`src/rtl/jtdsp16_pkg.sv`:
```
// Shared definitions for the JTDSP16 program sequencer: next-address select
// encoding and small helpers for the hardware loop counter.
package jtdsp16_pkg;

  typedef enum logic [2:0] {
    SEL_SEQ  = 3'd0,
    SEL_JMP  = 3'd1,
    SEL_POP  = 3'd2,
    SEL_VEC  = 3'd3,
    SEL_PI   = 3'd4,
    SEL_LOOP = 3'd5
  } sel_e;

  localparam int unsigned LOOP_MIN_K = 2;

  // True when a count still needs at least one more pass through the body.
  function automatic logic loop_repeats(input logic [31:0] cnt);
    return cnt >= LOOP_MIN_K;
  endfunction

  function automatic logic loop_bad_len(input logic [31:0] ni);
    return ni == 32'd0;
  endfunction

endpackage

```
`src/rtl/jtdsp16_ret_stack.sv`:
```
// Return-address stack: circular buffer where a push into a full stack
// overwrites the oldest entry. Sticky overflow/underflow flags.
module jtdsp16_ret_stack #(
  parameter int AW = 12,
  parameter int SD = 4
) (
  input  logic          clk,
  input  logic          rst_n,
  input  logic          push,
  input  logic          pop,
  input  logic [AW-1:0] din,
  output logic [AW-1:0] top,
  output logic          empty,
  output logic          ovf,
  output logic          udf
);

  localparam int PW = (SD > 1) ? $clog2(SD) : 1;
  localparam int CW = $clog2(SD + 1);

  logic [AW-1:0] mem_q [SD];
  logic [PW-1:0] wr_q, wr_d, wr_inc, top_idx;
  logic [CW-1:0] cnt_q, cnt_d;
  logic          ovf_q, ovf_d, udf_q, udf_d;
  logic          full;

  assign full    = (cnt_q == CW'(SD));
  assign empty   = (cnt_q == '0);
  assign wr_inc  = (wr_q == PW'(SD - 1)) ? '0 : wr_q + 1'b1;
  assign top_idx = (wr_q == '0) ? PW'(SD - 1) : wr_q - 1'b1;
  assign top     = mem_q[top_idx];
  assign ovf     = ovf_q;
  assign udf     = udf_q;

  always_comb begin
    wr_d  = wr_q;
    cnt_d = cnt_q;
    ovf_d = ovf_q;
    udf_d = udf_q;
    if (push) begin
      // Pointer always advances; when full the count saturates so the
      // slot just overwritten was the oldest one.
      wr_d = wr_inc;
      if (full) ovf_d = 1'b1;
      else      cnt_d = cnt_q + 1'b1;
    end else if (pop) begin
      if (empty) begin
        udf_d = 1'b1;
      end else begin
        wr_d  = top_idx;
        cnt_d = cnt_q - 1'b1;
      end
    end
  end

  always_ff @(posedge clk) begin
    if (push) mem_q[wr_q] <= din;
  end

  always_ff @(posedge clk or negedge rst_n) begin
    if (!rst_n) begin
      wr_q  <= '0;
      cnt_q <= '0;
      ovf_q <= 1'b0;
      udf_q <= 1'b0;
    end else begin
      wr_q  <= wr_d;
      cnt_q <= cnt_d;
      ovf_q <= ovf_d;
      udf_q <= udf_d;
    end
  end

endmodule

```
`src/rtl/jtdsp16_pc_seq.sv`:
```
// JTDSP16 program sequencer: PC with jumps, calls/returns, interrupt vector
// with dedicated return register, and a zero-overhead hardware do-loop.
module jtdsp16_pc_seq
  import jtdsp16_pkg::*;
#(
  parameter int            AW       = 12,
  parameter int            SD       = 4,
  parameter logic [AW-1:0] RST_ADDR = '0,
  parameter logic [AW-1:0] VEC      = {{(AW-1){1'b0}}, 1'b1},
  parameter int            KW       = 7,
  parameter int            NW       = 4
) (
  input  logic          clk,
  input  logic          rst_n,
  input  logic          cen,
  input  logic          goto_ja,
  input  logic          call_ja,
  input  logic          ret,
  input  logic          icall,
  input  logic          iret,
  input  logic [AW-1:0] ifield,
  input  logic          con_result,
  input  logic          do_en,
  input  logic [KW-1:0] do_k,
  input  logic [NW-1:0] do_ni,
  output logic [AW-1:0] rom_addr,
  output logic          in_loop,
  output logic          in_isr,
  output logic          stack_ovf,
  output logic          stack_udf,
  output logic          do_err
);

  logic [AW-1:0] pc_q, pc_d, pi_q, pi_d;
  logic [AW-1:0] lp_start_q, lp_start_d, lp_end_q, lp_end_d;
  logic [KW-1:0] lp_cnt_q, lp_cnt_d;
  logic          in_loop_q, in_loop_d, in_isr_q, in_isr_d, do_err_q, do_err_d;

  logic [AW-1:0] pc_inc, stk_top;
  logic          stk_empty, push, pop;
  logic          take_int, at_end, do_bad;
  sel_e          sel;

  assign pc_inc   = pc_q + 1'b1;
  assign take_int = icall && !in_isr_q && !in_loop_q;
  assign at_end   = in_loop_q && (pc_q == lp_end_q);
  assign do_bad   = in_loop_q || loop_bad_len(32'(do_ni));

  always_comb begin
    sel = SEL_SEQ;
    if (take_int)                                     sel = SEL_VEC;
    else if (iret)                                    sel = SEL_PI;
    else if (call_ja)                                 sel = SEL_JMP;
    else if (ret)                                     sel = SEL_POP;
    else if (goto_ja && con_result)                   sel = SEL_JMP;
    else if (at_end && loop_repeats(32'(lp_cnt_q)))   sel = SEL_LOOP;
  end

  assign push = cen && !take_int && !iret && call_ja;
  assign pop  = cen && (sel == SEL_POP);

  always_comb begin
    pc_d       = pc_q;
    pi_d       = pi_q;
    lp_start_d = lp_start_q;
    lp_end_d   = lp_end_q;
    lp_cnt_d   = lp_cnt_q;
    in_loop_d  = in_loop_q;
    in_isr_d   = in_isr_q;
    do_err_d   = do_err_q;
    if (cen) begin
      case (sel)
        SEL_VEC: begin
          pc_d     = VEC;
          pi_d     = pc_q;
          in_isr_d = 1'b1;
        end
        SEL_PI: begin
          pc_d     = pi_q;
          in_isr_d = 1'b0;
        end
        SEL_JMP:  pc_d = ifield;
        SEL_POP:  pc_d = stk_empty ? pc_inc : stk_top;
        SEL_LOOP: pc_d = lp_start_q;
        default:  pc_d = pc_inc;
      endcase

      // Any taken control transfer abandons a running loop.
      if (sel inside {SEL_PI, SEL_JMP, SEL_POP}) begin
        in_loop_d = 1'b0;
      end else if (at_end) begin
        if (sel == SEL_LOOP) lp_cnt_d = lp_cnt_q - 1'b1;
        else                 in_loop_d = 1'b0;
      end

      // A legal do only starts on plain sequential flow.
      if (do_en) begin
        if (do_bad) begin
          do_err_d = 1'b1;
        end else if (sel == SEL_SEQ) begin
          lp_start_d = pc_inc;
          lp_end_d   = pc_q + {{(AW-NW){1'b0}}, do_ni};
          lp_cnt_d   = do_k;
          in_loop_d  = loop_repeats(32'(do_k));
        end
      end
    end
  end

  always_ff @(posedge clk or negedge rst_n) begin
    if (!rst_n) begin
      pc_q       <= RST_ADDR;
      pi_q       <= '0;
      lp_start_q <= '0;
      lp_end_q   <= '0;
      lp_cnt_q   <= '0;
      in_loop_q  <= 1'b0;
      in_isr_q   <= 1'b0;
      do_err_q   <= 1'b0;
    end else begin
      pc_q       <= pc_d;
      pi_q       <= pi_d;
      lp_start_q <= lp_start_d;
      lp_end_q   <= lp_end_d;
      lp_cnt_q   <= lp_cnt_d;
      in_loop_q  <= in_loop_d;
      in_isr_q   <= in_isr_d;
      do_err_q   <= do_err_d;
    end
  end

  jtdsp16_ret_stack #(
    .AW (AW),
    .SD (SD)
  ) u_stack (
    .clk   (clk),
    .rst_n (rst_n),
    .push  (push),
    .pop   (pop),
    .din   (pc_inc),
    .top   (stk_top),
    .empty (stk_empty),
    .ovf   (stack_ovf),
    .udf   (stack_udf)
  );

  assign rom_addr = pc_q;
  assign in_loop  = in_loop_q;
  assign in_isr   = in_isr_q;
  assign do_err   = do_err_q;

endmodule
```
`config.mk`:
```
export PLATFORM = sky130hd
export DESIGN_NAME = jtdsp16_pc_seq
export DESIGN_NICKNAME = d
export VERILOG_FILES = /design/src/rtl/jtdsp16_pkg.sv /design/src/rtl/jtdsp16_ret_stack.sv /design/src/rtl/jtdsp16_pc_seq.sv
export SDC_FILE = /design/constraint.sdc
export NUM_CORES = 1
export LEC_CHECK = 0
export CORE_ASPECT_RATIO = 0.75
export CORE_MARGIN = 1
export CORE_UTILIZATION = 58
export CTS_CLUSTER_DIAMETER = 150
export DETAILED_ROUTE_END_ITERATION = 7
export PLACE_DENSITY_LB_ADDON = 0.1
export SLEW_MARGIN = 20
export SYNTH_ARGS = -nofsm -noshare
export SYNTH_HDL_FRONTEND = slang
export SYNTH_SLANG_ARGS = --single-unit
```
`constraint.sdc`:
```
create_clock -name clk -period 3.2 [get_ports clk]
set_input_delay 0.32 -clock clk [delete_from_list [all_inputs] [get_ports clk]]
set_output_delay 0.32 -clock clk [all_outputs]
set_load 0.01 [all_outputs]
```
==> metrics.md <==
| Metric | Value |
|---|---|
| Number of maximum-capacitance constraint violations | `0` |
| Die Footprint | `10600 sq um` |
| Register bit count reported by yosys | `113` |
| Dominant cells by area after synthesis | `dfrtp_1 (27%), edfxtp_1 (24%), mux4_2 (4.6%), nand2_1 (4.0%), xnor2_1 (3.5%)` |
| F_max | `365 MHz` |
| Crit path from | `rom_addr[9]` |
| Yosys top cell area share | `27.4%` |
| Setup repair after global routing missed its margin | `no` |
| Tcrit/Tclk final | `85.5%` |
| Worst slew margin relative to its limit | `43.0%` |
| Post-route ant nets | `0` |
| Number of DRC markers after the initial detailed-route iteration | `522` |
| Max clock buf depth | `2` |
| Hold Vio Cnt, Final | `0` |
| # resized after CTS | `0` |
| DP HPWL | `10300 microns` |
| Cell area after technology mapping | `5930 sq um` |
| Overall routed net length | `15400 microns` |
| Setup_tns | `0 ns` |
| Post-DR vias/cell | `6.30` |
| Category of the most critical setup path | `reg2reg` |
| TritonCTS clock tree | `done` |
| Clock buffers created by TritonCTS | `17` |
| Worst clock skew | `0.00674 ns` |
| Seq. cell area | `3070 sq um` |
| Internal power | `4.09 mW` |
| Setup slack on the worst flop-to-flop path | `0.46 ns` |
| Port Buffers | `49` |
| Cell types with the highest counts after synthesis | `dfrtp_1 (65), nand2_1 (63), edfxtp_1 (48), nor2_1 (39), o21ai_0 (32)` |
| Post-CTS clock slew at the launch and capture registers of the worst setup and hold paths | `0.05 ns` |
| Share of total power in sequential cells | `36.4%` |
| Proportion of layout cells with a drive suffix above 1 | `15.8%` |
| Initial standard-cell utilization of the core | `60.5%` |
| Syn Area/Cell | `11.0 sq um` |
| Wire length of the first global-routing pass | `23800 microns` |
| Number of sinks handled by clock tree synthesis | `113` |
| Clock root cell | `clkbuf_16` |
| Maximum vdd ir drop | `0.565 mV` |
| Number of flops mapped to enable cells by yosys | `48` |
| Die X | `119 microns` |
| Number of antenna repair diodes | `0` |
| Syn Nets | `585` |
| DRC violations left | `0` |
| Reg2Reg Launch Point | `rom_addr[9]` |
| Maximum number of pins on one net before global-route repair | `66` |
| Drt wl/cell | `20.8 microns` |
| Final-report max-slew violation count | `0` |
| Critical path data required time | `3.48 ns` |
| Total overflow reported by the global router | `0` |
| Final critical path time including I/O delays and setup | `2.74 ns` |
| Synth warn | `0` |
| Synth unique cells | `66` |
| Ys async rst share | `57.5%` |
| Vias in the first global route | `4433` |
| Worst r2r dst | `lp_cnt_q[6]` |
| Sequential-to-total area share from yosys stat | `51.7%` |
| Multi-input logic area | `2610 sq um` |
| Endpoint arrival time on the critical path | `3.02 ns` |
| Routed vias | `4663` |
| Hold buffer count at CTS | `0` |
| Cell depth of the worst flop-to-flop path | `6` |
| Switching power | `1.84 mW` |
| Height of the die | `89.6 microns` |
| Logic pwr share | `28.6%` |
| Initial antenna violation count | `0` |
| Library cell with the largest summed area after synthesis | `dfrtp_1` |
| Crit path capture | `lp_cnt_q[6]` |
| Status | `finished, final reports clean` |
| Max H-tree Level | `4` |
| Worst-case setup margin in the final layout | `0.463 ns` |
| Total non-filler cell area in the finished layout | `7230 sq um` |
| Pwr Density | `822 nW/um^2` |
| Filler Cells Inserted | `665` |
| Critical Path Start Type | `flop` |
| Total GRT Usage | `30.3%` |
| Clock latency on the worst-skew pair | `0.41 ns` |
| Final net count | `641` |
| Kind of end point of the critical path | `flop` |
| Post-Syn Instances | `539` |
| Std cell rows | `31` |
| Flip-flop cell with the highest count after synthesis | `dfrtp_1` |
| Share of total power in the clock network | `35.0%` |
| CORE AREA | `9810 sq um` |
| Final setup fails | `0` |
| Net switching share of the total power | `31.0%` |
| LEAKAGE | `2.84 nW` |
| Area added between synthesis and finish | `21.8%` |
| Worst-path fanout max | `10` |
| Pre-CTS WS | `0.365 ns` |
| Post-CTS Setup Repair Bufs | `0` |
| Most frequent cell after synthesis | `dfrtp_1` |
| Slew @ Worst Pin | `0.855 ns` |
| Class of the tightest hold or removal check | `in2async` |
| I/O pins | `50` |
| Weighted congestion at the end of routability-driven global placement | `0.900` |
| Standard cell area after detailed placement | `6580 sq um` |
| Number of search-and-repair iterations in the first detailed-routing pass | `5` |
==> cell families (layout without fill, tap and decap cells) <==
family,after synthesis,count (layout),synth area share (%)
adders and majority gates,13,13,2.99
DFF,113,113,51.7
muxes,25,25,7.00
AOI/OAI and AO/OA,115,115,13.1
buffers and inverters,58,127,4.49
xor gates and xnor gates,32,32,5.48
and+or+nand+nor,183,183,15.2
==> area by class of cell <==
type / instances / share of cell area [%]
Timing Repair Buffer: 70 / 8.90
Inverter: 25 / 1.30
Clock inverter: 14 / 2.93
Multi-Input combinational cell: 368 / 36.1
Sequential cell: 113 / 42.5
Clock buffer: 18 / 6.08
Tap cell: 132 / 2.29
==> metrics by stage <==
step                util, %  cells  hold WS (ns)  power [mW]
global placement       67.0    708         0.459        3.77
detailed placement     67.0    708         0.460        3.83
finish                 73.6    740        0.0909        5.94
CTS                    73.6    740         0.142        5.93
floorplan                 -    539        0.0244        3.29
global route           73.6    740         0.181        6.18
==> registers in the layout (all words and copies together), names as in the netlist <==
register,cells
u_stack.mem_q,48
lp_end_q,12
lp_start_q,12
pi_q,12
rom_addr,12
lp_cnt_q,7
u_stack.cnt_q,3
u_stack.wr_q,2
do_err,1
in_isr,1
in_loop,1
u_stack.ovf,1
u_stack.udf,1
==> power by group through the flow <==
stage,Combinational [mW],Sequential (mW),Clock [mW]
after floorplan,1.20,2.08,0
after CTS,1.69,2.15,2.09
after detailed placement,1.66,2.17,0
final,1.70,2.16,2.08
after global placement,1.62,2.15,0
after global routing,1.84,2.20,2.15
==> worst min path at each step <==
| stage | slack, ns | to | startpoint | depth (start not counted) |
|---|---|---|---|---|
| final | 0.09 | pi_q[7] | rst_n | 2 |
| after global routing | 0.18 | lp_start_q[7] | rst_n | 2 |
| after CTS | 0.14 | pi_q[7] | rst_n | 2 |
| after detailed placement | 0.46 | u_stack.ovf | u_stack.ovf | 1 |
| after global placement | 0.46 | lp_start_q[4] | lp_start_q[4] | 2 |
| after floorplan | 0.02 | do_err | rst_n | 0 |
==> cell usage in the layout (no fill, tap or decap), drive strengths merged, types with 9 or more instances in the layout <==
cell type	instances
mux4	12
nor3	9
clkdlybuf4s50	48
xnor2	30
nand3	18
dfrtp	65
clkbuf	18
mux2	12
nand2	63
o21ai	32
a21oi	20
nor2	39
inv	26
a211oi	10
edfxtp	48
buf	22
ha	11
==> metal layers <==
metal	global-route usage, %	part of all wire [%]
met5	0	0
met4	12.0	2.1
met3	6.00	8.2
met2	49.5	47
met1	40.9	43
==> critical path, stage by stage, from the launching register on <==
cell,delay [ns]
dfrtp_1,0.53
xnor2_1,0.37
nand4_1,0.14
or4_4,0.59
nor3_1,0.45
a311oi_1,0.15
or3_1,0.38
Power figures use the tool's default switching activity.
==> RTL edit 1 (config.mk and constraints unchanged) <==
Set the parameter `KW` to 6 (it was 7).
--- a/src/rtl/jtdsp16_pc_seq.sv
+++ b/src/rtl/jtdsp16_pc_seq.sv
@@ -7,7 +7,7 @@
   parameter int            SD       = 4,
   parameter logic [AW-1:0] RST_ADDR = '0,
   parameter logic [AW-1:0] VEC      = {{(AW-1){1'b0}}, 1'b1},
-  parameter int            KW       = 7,
+  parameter int            KW       = 6,
   parameter int            NW       = 4
 ) (
   input  logic          clk,
Interface: changed (resized do_k); port bits go from 50 to 49. The function was not compared with the original's and may differ.
==> RTL edit 1 against the unedited design <==
Final cell count fell by 7.4%. Design area fell by 7.7%. Clock power fell by 50%. Sequential cell count fell by 1. First-iteration DRC count fell by 25%. Setup slack got worse by 0.078 ns. Total power fell by 18%. Wire length fell by 10%. Synthesized area fell by 2.8%. Critical endpoint is now lp_cnt_q[1]. Highest routed layer unchanged.
==> RTL edit 1: results (changes against the unedited design) <==
fraction of final layout cells with drive strength greater than 1 -> 15.2% (was 15.8%)
via count of the first global-routing pass -> 4,093 (was 4,433)
FFs w/ async S/R, synth -> 57.1% (was 57.5%)
peak ir drop on the vdd network -> 0.608 mV (was 0.565 mV)
Num CTS Buffers -> 9 (was 17)
half-perimeter wire length after detailed placement -> 9640 um (was 10,300 um)
placed cells -> 668 (was 708)
root buffer selected by CTS -> clkbuf_16 (unchanged)
P_leak -> 2.63 nW (was 2.84 nW)
reg-to-reg slack, setup -> 0.38 ns (was 0.46 ns)
cells taking the most area after synthesis -> dfrtp_1, edfxtp_1, mux2_2 (was dfrtp_1, edfxtp_1, mux4_2)
Initial DRC Count -> 392 (was 522)
register containing the most flip-flops in the final layout -> u_stack.mem_q (unchanged)
initial antenna violation count -> 0 (unchanged)
ant diodes -> 0 (unchanged)
run status -> finished, final reports clean (unchanged)
Least-Margin Pin Slew -> 0.719 ns (was 0.855 ns)
wire length of the first global-routing pass -> 21,700 um (was 23,800 um)
Worst-path clk slew -> 0.07 ns (was 0.05 ns)
H-Tree Depth -> 3 (was 4)
Skew-Pair Late Insertion Delay -> 0.35 ns (was 0.41 ns)
per-instance average area after synthesis -> 11.5 um2 (was 11.0 um2)
syn_nets -> 545 (was 585)
most used standard cells in the synthesized netlist -> dfrtp_1, edfxtp_1, nand2_1, o21ai_0, nor2_1 (was dfrtp_1, nand2_1, edfxtp_1, nor2_1, o21ai_0)
final cell count without fillers -> 685 (was 740)
routability-driven placement congestion ratio -> 0.892 (was 0.900)
Final Net Count -> 593 (was 641)
clk_skew -> 0.00834 ns (was 0.00674 ns)
via count -> 4,200 (was 4,663)
Final Hold Vio Count -> 0 (unchanged)
pin count of the biggest net entering global routing -> 50 (was 66)
worst path arrival time -> 3.08 ns (was 3.02 ns)
count of port buffers added during placement -> 48 (was 49)
classification of the worst-slack hold path -> input port to asynchronous set/reset pin (unchanged)
drt wl/cell -> 20.1 um (was 20.8 um)
worst-path fanout max -> 15 (was 10)
Overall Global Routing Usage -> 28.7% (was 30.3%)
unique cell type count in the Yosys netlist -> 62 (was 66)
number of gates given a new drive strength after cts -> 0 (unchanged)
sequential-to-total area share from yosys stat -> 52.8% (was 51.7%)
[RTL edit 1: cell count changes after synthesis, sizes merged, moves of 9 or more]
cell and change:
a22oi +9, inv -11, mux2 +11, nand2 -18
[RTL edit 1: kinds of logic (layout without fill, tap and decap cells)]
group / count (synthesis) / count (layout) / synth area share [%]
adder cells (fa/ha/maj): 13 / 13 / 3.08
AND/OR/NAND/NOR: 138 / 138 / 11.5
XOR/XNOR: 32 / 32 / 4.86
AO/OA/AOI/OAI: 123 / 123 / 14.8
multiplexers: 36 / 36 / 9.14
flip-flops: 112 / 112 / 52.8
buffers and inverters: 46 / 99 / 3.80
[RTL edit 1: cell type report]
class	count	area, um2
clock inverters	5	33.8
multi-input cells	342	2500
clock buffers	11	233
well taps	132	165
fillers	724	2990
flip-flops and latches	112	3040
inverters	14	52.6
repair buffers	69	636
[RTL edit 1: what timing repair did]
action,CTS,global route
hold endpoints to repair,15,0
setup buffers,0,0
hold buffers,1,0
[RTL edit 1: worst max-delay path: stages (launching register included)]
cell	delay, ns
dfrtp_1	0.58
xnor2_1	0.18
nand4_1	0.10
or4_1	0.69
nor2b_1	0.32
a2bb2oi_4	0.47
o21ai_1	0.18
a22oi_1	0.21
[RTL edit 1: routing by layer]
layer	GRT usage [%]	wire, um	vias up	share of wire, %
met5	0	0	-	0
met4	6.67	164	0	1.2
met3	5.14	846	18	6.1
met2	47.1	6660	152	48
met1	40.3	6100	2091	44
li1	-	-	1939	-
[RTL edit 1: path summary, 6_finish.rpt]
check                             from          end  cells past startpoint
max                        rom_addr[7]  lp_cnt_q[1]                      7
min reg2reg                u_stack.ovf  u_stack.ovf                      1
max reg2reg                rom_addr[7]  lp_cnt_q[1]                      7
min                              rst_n  rom_addr[5]                      2
min in group clk           u_stack.ovf  u_stack.ovf                      1
max in group asynchronous        rst_n  lp_cnt_q[0]                      3
[RTL edit 1: metrics by stage]
stage / util, % / total power, mW / cell area (um2) / hold slack (ns) / setup WS, ns
detailed placement: 66.2 / 3.88 / 6390 / 0.251 / 0.450
CTS: 69.0 / 4.91 / 6670 / 0.413 / 0.415
global placement: 66.2 / 3.82 / 6390 / 0.246 / 0.573
global route: 69.0 / 5.14 / 6670 / 0.480 / 0.253
floorplan: - / 3.30 / 5770 / 0.0244 / 0.537
finish: 69.0 / 4.89 / 6670 / 0.409 / 0.385
[RTL edit 1: report_power, final]
part / internal, mW / switching, mW
sequential: 1.85 / 0.301
clock: 0.528 / 0.502
combinational: 0.856 / 0.846
==> RTL edit 2 (config.mk and constraints unchanged) <==
Without the edit above. `pi_q` no longer has a reset.
--- a/src/rtl/jtdsp16_pc_seq.sv
+++ b/src/rtl/jtdsp16_pc_seq.sv
@@ -110,7 +110,6 @@
   always_ff @(posedge clk or negedge rst_n) begin
     if (!rst_n) begin
       pc_q       <= RST_ADDR;
-      pi_q       <= '0;
       lp_start_q <= '0;
       lp_end_q   <= '0;
       lp_cnt_q   <= '0;
@@ -119,7 +118,6 @@
       do_err_q   <= 1'b0;
     end else begin
       pc_q       <= pc_d;
-      pi_q       <= pi_d;
       lp_start_q <= lp_start_d;
       lp_end_q   <= lp_end_d;
       lp_cnt_q   <= lp_cnt_d;
@@ -127,6 +125,10 @@
       in_isr_q   <= in_isr_d;
       do_err_q   <= do_err_d;
     end
+  end
+
+  always_ff @(posedge clk) begin
+    pi_q <= pi_d;
   end
 
   jtdsp16_ret_stack #(
Function: changed (a bounded check fails within 10 cycles, from zero or initial values and one cycle with rst_n low; the reset may be asserted at any time).
==> RTL edit 2 against the unedited design <==
The flow now finishes with violations (negative hold slack). Fmax is 2.7% lower. Wire length is 3.9% lower. Sequential cell count unchanged. Count of clock-buffer cells in the layout up 4. Synthesized cell count down 2.4%. Total power rose by 6.5%. Non-clock buffer count unchanged. Synthesized area increased by 1.2%. Die area increased by 1.2%. Setup slack worse by 0.075 ns. Utilization is 0.25 points lower. Design area is essentially flat. Critical endpoint unchanged. Highest routed layer unchanged.
==> RTL edit 2: results (changes against the unedited design) <==
highest cell delay on the worst timing path -> 0.62 ns (was 0.59 ns)
sequential fraction of design power -> 35.7% (was 36.4%)
pin count of the biggest net entering global routing -> 44 (was 66)
cells taking the most area after synthesis -> edfxtp_1, dfrtp_1, mux4_2 (was dfrtp_1, edfxtp_1, mux4_2)
violations in the final reports -> negative hold slack
routed vias/inst -> 6.14 (was 6.30)
relative contribution of the clock network to total power -> 28.7% (was 35.0%)
drt wl/cell -> 20.3 um (was 20.8 um)
Fillers -> 697 (was 665)
Post-Synth XOR/XNOR Area -> 6.38% (was 5.48%)
most used standard cells in the synthesized netlist -> nand2_1, edfxtp_1, dfrtp_1, nor2_1, inv_1 (was dfrtp_1, nand2_1, edfxtp_1, nor2_1, o21ai_0)
Least-Margin Pin Slew -> 0.784 ns (was 0.855 ns)
multiplexer fraction of the synthesized cell area -> 6.65% (was 7.00%)
run status -> complete, but fails checks (was finished, final reports clean)
internal power of the cells -> 4.15 mW (was 4.09 mW)
number of flops mapped to enable cells by yosys -> 60 (was 48)
unique cell type count in the Yosys netlist -> 68 (was 66)
Final Net Count -> 630 (was 641)
Compound-Gate Fraction of Synth Area -> 13.8% (was 13.1%)
minimum hold slack -> -0.00935 ns (was 0.0909 ns)
wire length of the first global-routing pass -> 23,900 um (was 23,800 um)
launch point of the critical path -> rom_addr[8] (was rom_addr[9])
clock tree buffer count of the final layout -> 22 (was 18)
half-perimeter wire length after detailed placement -> 10,300 um (about the same)
via count of the first global-routing pass -> 4,489 (was 4,433)
fraction of final layout cells with drive strength greater than 1 -> 15.6% (was 15.8%)
Final Hold Vio Count -> 22 (was 0)
number of ordinary inverters in the final layout -> 28 (was 25)
area taken by multi-input logic gates -> 2610 um2 (about the same)
most frequently used flop master after synthesis -> edfxtp_1 (was dfrtp_1)
met3 Usage GRT -> 8.57% (was 6.00%)
adder and majority gate portion of the synthesized area -> 2.96% (was 2.99%)
peak ir drop on the vdd network -> 0.538 mV (was 0.565 mV)
[RTL edit 2: logic make-up (layout without fill, tap and decap cells)]
group	count (synthesis)	count (layout)
simple gates	159	159
compound gates	125	125
flops	113	113
buf+inv	59	130
xor+xnor	33	33
mux	24	24
fa+ha+maj	13	13
[RTL edit 2: metrics by stage]
stage	instance area, um2	std cells	worst slack, ns	power (mW)
4_1_cts	7230	729	0.429	6.31
2_1_floorplan	6010	526	0.732	3.81
6_report	7230	729	0.388	6.32
3_3_place_gp	6660	697	0.394	4.42
3_5_place_dp	6660	697	0.349	4.49
5_1_grt	7230	729	0.231	6.63
[RTL edit 2: how the worst min path moves through the flow]
stage             endpoint
2_1_floorplan       do_err
3_5_place_dp   u_stack.ovf
3_3_place_gp   u_stack.ovf
5_1_grt        u_stack.ovf
6_report       u_stack.ovf
4_1_cts        u_stack.ovf
[RTL edit 2: metal layers]
layer	vias up	wire length, um
met3	17	1300
met2	210	6810
li1	2049	-
met4	0	216
met5	-	0
met1	2199	6440
